**config.mk**
```make
export PLATFORM = sky130hd
export DESIGN_NAME = shift_arbiter
export DESIGN_NICKNAME = d
export VERILOG_FILES = /design/src/rtl/shift_arbiter.sv
export SDC_FILE = /design/constraint.sdc
export NUM_CORES = 1
export LEC_CHECK = 0
export CAP_MARGIN = 10
export CORE_ASPECT_RATIO = 1.5
export CORE_MARGIN = 5
export CORE_UTILIZATION = 44
export DETAILED_ROUTE_END_ITERATION = 8
export GPL_ROUTABILITY_DRIVEN = 1
export PLACE_DENSITY = 0.78
export SLEW_MARGIN = 20
export SYNTH_ARGS = -nofsm -noshare
export SYNTH_HDL_FRONTEND = slang
export SYNTH_SLANG_ARGS = --single-unit
```
**constraint.sdc**
```tcl
create_clock -name clk -period 2.4 [get_ports clk]
set_input_delay 0.48 -clock clk [delete_from_list [all_inputs] [get_ports clk]]
set_output_delay 0.48 -clock clk [all_outputs]
set_load 0.01 [all_outputs]
```
**src/rtl/shift_arbiter.sv**
```systemverilog
// Round-robin arbiter that time-shares one rotate-left barrel shifter among N_REQ
// valid/ready requesters and returns each result through a one-deep registered buffer.

module barrel_shifter #(
  parameter int unsigned WIDTH = 8,
  parameter int unsigned SW    = $clog2(WIDTH)
) (
  input  logic [WIDTH-1:0] in,
  input  logic [SW-1:0]    shift,
  output logic [WIDTH-1:0] out
);

  // Log-depth rotate: stage j rotates by 2^j when shift bit j is set.
  always_comb begin
    logic [WIDTH-1:0] tmp;
    tmp = in;
    for (int j = 0; j < int'(SW); j++) begin
      if (shift[j]) begin
        tmp = (tmp << (1 << j)) | (tmp >> (int'(WIDTH) - (1 << j)));
      end
    end
    out = tmp;
  end

endmodule

module shift_arbiter #(
  parameter int unsigned WIDTH = 8,
  parameter int unsigned N_REQ = 4
) (
  input  logic                        clk,
  input  logic                        rst_n,
  input  logic [N_REQ-1:0]            req_valid,
  output logic [N_REQ-1:0]            req_ready,
  input  logic [N_REQ*WIDTH-1:0]      req_data,
  input  logic [N_REQ*$clog2(WIDTH)-1:0] req_shift,
  output logic                        resp_valid,
  input  logic                        resp_ready,
  output logic [WIDTH-1:0]            resp_data,
  output logic [$clog2(N_REQ)-1:0]    resp_id,
  output logic [15:0]                 txn_count
);

  localparam int unsigned SW = $clog2(WIDTH);
  localparam int unsigned IW = $clog2(N_REQ);
  localparam int unsigned CW = 16;

  logic [IW-1:0]    ptr;
  logic [IW-1:0]    grant_idx;
  logic             grant_found;
  logic [WIDTH-1:0] sel_data;
  logic [SW-1:0]    sel_shift;
  logic [WIDTH-1:0] shift_out;
  logic [IW-1:0]    ptr_next;
  logic             stall;
  logic             accept;

  // First valid requester at or above ptr, wrapping; operand mux follows the grant.
  always_comb begin
    int unsigned idx;
    idx         = 0;
    grant_found = 1'b0;
    grant_idx   = '0;
    sel_data    = '0;
    sel_shift   = '0;
    for (int unsigned k = 0; k < N_REQ; k++) begin
      idx = (32'(ptr) + k) % N_REQ;
      if (!grant_found && req_valid[idx]) begin
        grant_found = 1'b1;
        grant_idx   = IW'(idx);
        sel_data    = req_data[idx*WIDTH +: WIDTH];
        sel_shift   = req_shift[idx*SW +: SW];
      end
    end
  end

  barrel_shifter #(
    .WIDTH (WIDTH),
    .SW    (SW)
  ) u_shifter (
    .in    (sel_data),
    .shift (sel_shift),
    .out   (shift_out)
  );

  assign stall    = resp_valid && !resp_ready;
  // Reset gates the handshake so nothing is accepted while state is being cleared.
  assign accept   = grant_found && !stall && rst_n;
  assign ptr_next = (grant_idx == IW'(N_REQ - 1)) ? '0 : grant_idx + IW'(1);

  always_comb begin
    req_ready = '0;
    if (accept) begin
      req_ready = N_REQ'(1) << grant_idx;
    end
  end

  // Response buffer, round-robin pointer and accept counter.
  always_ff @(posedge clk) begin
    if (!rst_n) begin
      resp_valid <= 1'b0;
      resp_data  <= '0;
      resp_id    <= '0;
      ptr        <= '0;
      txn_count  <= '0;
    end else if (accept) begin
      resp_valid <= 1'b1;
      resp_data  <= shift_out;
      resp_id    <= grant_idx;
      ptr        <= ptr_next;
      txn_count  <= txn_count + CW'(1);
    end else if (resp_valid && resp_ready) begin
      resp_valid <= 1'b0;
    end
  end

endmodule

```
==> key figures <==
Place
  – GP Congestion: 0.844
  – Post-DP Area: 4120 um2
  – Port Buf Inserts: 81
  – HPWL Detailed: 6.66 mm

Global routing
  – First-pass GRT wire length: 15.4 mm
  – Vias in the first global route: 3355
  – GR Util All Layers: 22.2%
  – Largest net degree at the start of global routing: 33
  – Initial antenna violation count: 0
  – Grt total ovfl: 0

Yosys
  – Post-synth top area share: 20.1%
  – Post-synth ARST share: 0%
  – Yosys reg bits: 29
  – Post-synth EDFFs: 0
  – Syn Std Cell Area: 2890 um2
  – Synth top area cells: dfxtp_1 (20%), mux2i_1 (17%), and2_1 (6.5%), a211oi_1 (5.2%), xnor2_1 (3.9%)
  – Post-Syn Instances: 344
  – Distinct cells, synth: 53
  – Yosys warns: 0
  – Seq/Total Area, Yosys: 20.1%
  – Cell accounting for the most synthesized area: dfxtp_1
  – Avg Synthesized Cell Area: 8.40 um2
  – Post-Syn Nets: 400
  – Main synth FF type: dfxtp_1

Cells and area
  – Layout Utilization: 74.3%
  – FF+latch area: 586 um2
  – Final instance area: 4790 um2
  – P&R area growth vs syn: 65.6%
  – Most common cell after layout, fill and taps aside: clkdlybuf4s50_1
  – Antenna Cells: 0
  – Nets@finish: 529
  – Share of post-route cells with drive strength above 1: 31.9%
  – Fill cells: 428
  – Most frequent cells in the layout: clkdlybuf4s50_1 (72), buf_4 (50), mux2i_1 (30)
  – Area of the multi-input gates: 2530 um2

Critical path
  – CP delay by family, top: compound AO/OA/AOI/OAI gates
  – Worst Path Required: 2550 ps
  – Worst path slowest cell: a2111o_1
  – CP max FO: 8
  – Crit. End Element: register
  – Worst R2R End: resp_data[1]
  – Most used cell, CP: buf_6
  – Cells on worst reg2reg path: 10
  – Kind of critical path: register to register
  – FF-to-FF Start: ptr[1]
  – Critical path launch point type: register
  – Max stage delay on crit path: 410 ps
  – Cell Chain, Critical Path: buf_6, or3b_1, a2111o_1, nand3_4, buf_12, a2111oi_4, buf_6, mux2i_4, mux2i_2, o221ai_1
  – R2R Setup Slk: -140 ps
  – Data arrival time of the critical path: 2690 ps
  – Worst path bufs/invs: 3

Flow run
  – Max-Cap Viols: 0

Routing
  – Post-route ant nets: 0
  – Drt drc: 0
  – Vias: 3326
  – Initial DRC Count: 120
  – Vias per cell: 6.06
  – DRT Wirelength: 9.82 mm
  – Wire per inst: 17.9 um
  – DRT Pass-1 Iters: 5

STA
  – Final hold vios: 0
  – RSZ-0062 raised after global routing: true
  – Setup WS post-layout: -141 ps
  – Worst Clk Skew: 4.00 ps
  – Final worst path period share: 106%
  – Max Slew Vio Count: 0
  – Final min period: 2540 ps
  – Final setup viols: 11
  – Fmax achieved: 393 MHz
  – Worst slew margin: 68.8%
  – Worst slew pin tran: 467 ps

CTS
  – Hold buffers post-CTS: 0
  – Clk_lat worst skew: 280 ps
  – H-tree levels: 2
  – CTS clk-pin slew, worst paths: 60 ps
  – Clock sink count: 29
  – Total CTS buffers: 5
  – CTS tree: yes
  – Clock buffer depth: 2
  – Root buf cell: clkbuf_8

Die
  – I/O pins: 82
  – Die Wd: 76.2 um
  – Rows: 36
  – DIE AREA: 8320 um2
  – Die height: 109 um
  – CORE AREA: 6440 um2
  – Starting density of the core: 44.9%

Pwr
  – VDD IR-drop max: 0.270 mV
  – Power per cell area: 521 nW/um2
  – P_leak: 0.00177 uW

Outcome
  – Violated checks: setup timing
  – Status: finished with violations

Worst hold path
  – Hold Crit Class: register to register
  – HP Start: resp_data[4]
  – Hold EP: resp_data[4]
  – Hold Path Depth: 2
## registers in the layout, summed over array words and instances, names as in the netlist
| signal | cells |
|---|---|
| resp_valid | 1 |
| resp_id | 2 |
| resp_data | 8 |
| txn_count | 16 |
| ptr | 2 |
## repair_timing
action	CTS	global route
cloned	2	0
pin swaps	15	10
setup buffers	14	3
gates resized for setup	87	40
endpoints found under the setup margin	23	12
## cell type report
| class | instances | area share, % |
|---|---|---|
| Clock buffer | 7 | 1.80 |
| Inverter | 5 | 0.392 |
| Multi-Input combinational cell | 280 | 52.9 |
| Sequential cell | 29 | 12.2 |
| Tap cell | 76 | 1.99 |
| Timing Repair Buffer | 152 | 30.7 |
## worst min-delay path: stages (launching register included)
cell and delay (ps):
dfxtp_1 330, nand2_1 70, o221ai_2 50
## routing by layer
metal | routed length [um] | track usage, %
met5 | 0 | 0
met4 | 462 | 12.3
met3 | 490 | 3.55
met2 | 5460 | 43.0
met1 | 3410 | 22.4
## where the power goes
part           internal [uW]  switching (uW)
logic                    787             703
clock network            227             178
registers                546            52.8
total                   1560             934
## how the worst max path moves through the flow
stage / startpoint / endpoint / slack (ps) / depth (start not counted)
after detailed placement: req_valid[0] / resp_data[0] / -920 / 12
after CTS: ptr[1] / req_ready[2] / -50 / 7
final: ptr[1] / resp_data[1] / -140 / 10
after global placement: req_valid[2] / resp_data[4] / -850 / 10
after global routing: ptr[0] / resp_data[5] / -230 / 10
after floorplan: ptr[1] / req_ready[3] / -7 / 11
## synthesized netlist by cell type (3+ instances only)
master,number
mux2i_1,49
and2_1,30
dfxtp_1,29
nand2_1,22
a211oi_1,20
nor2_1,20
a21oi_1,13
xnor2_1,13
buf_2,11
nor2b_1,11
o22ai_1,10
nand3_1,9
o32ai_1,9
a2111oi_0,8
o221ai_1,8
clkbuf_1,7
buf_6,6
ha_1,5
inv_1,5
nand4_1,5
mux2_2,4
o21ai_0,4
a221oi_1,3
buf_4,3
nor3_1,3
o21ai_1,3
## cell families (layout without fill, tap and decap cells)
| logic type | Yosys count | in the layout | share of synthesized area (%) |
|---|---|---|---|
| mux | 55 | 55 | 19.8 |
| flops | 29 | 29 | 20.1 |
| compound gates | 87 | 87 | 23.4 |
| buf+inv | 35 | 164 | 7.36 |
| xor+xnor | 14 | 14 | 4.24 |
| fa+ha+maj | 5 | 5 | 2.16 |
| simple gates | 119 | 119 | 23.0 |
## metrics by stage
step	hold slack [ps]	instances	worst slack [ps]	setup TNS (ps)	power [uW]
floorplan	498	344	-7.28	-7.28	1210
global placement	461	526	-848	-12990	1650
detailed placement	457	526	-924	-13620	1670
CTS	483	547	-48.2	-317	2310
global route	499	549	-234	-1880	2610
finish	488	549	-141	-939	2490
Power figures use the tool's default switching activity.
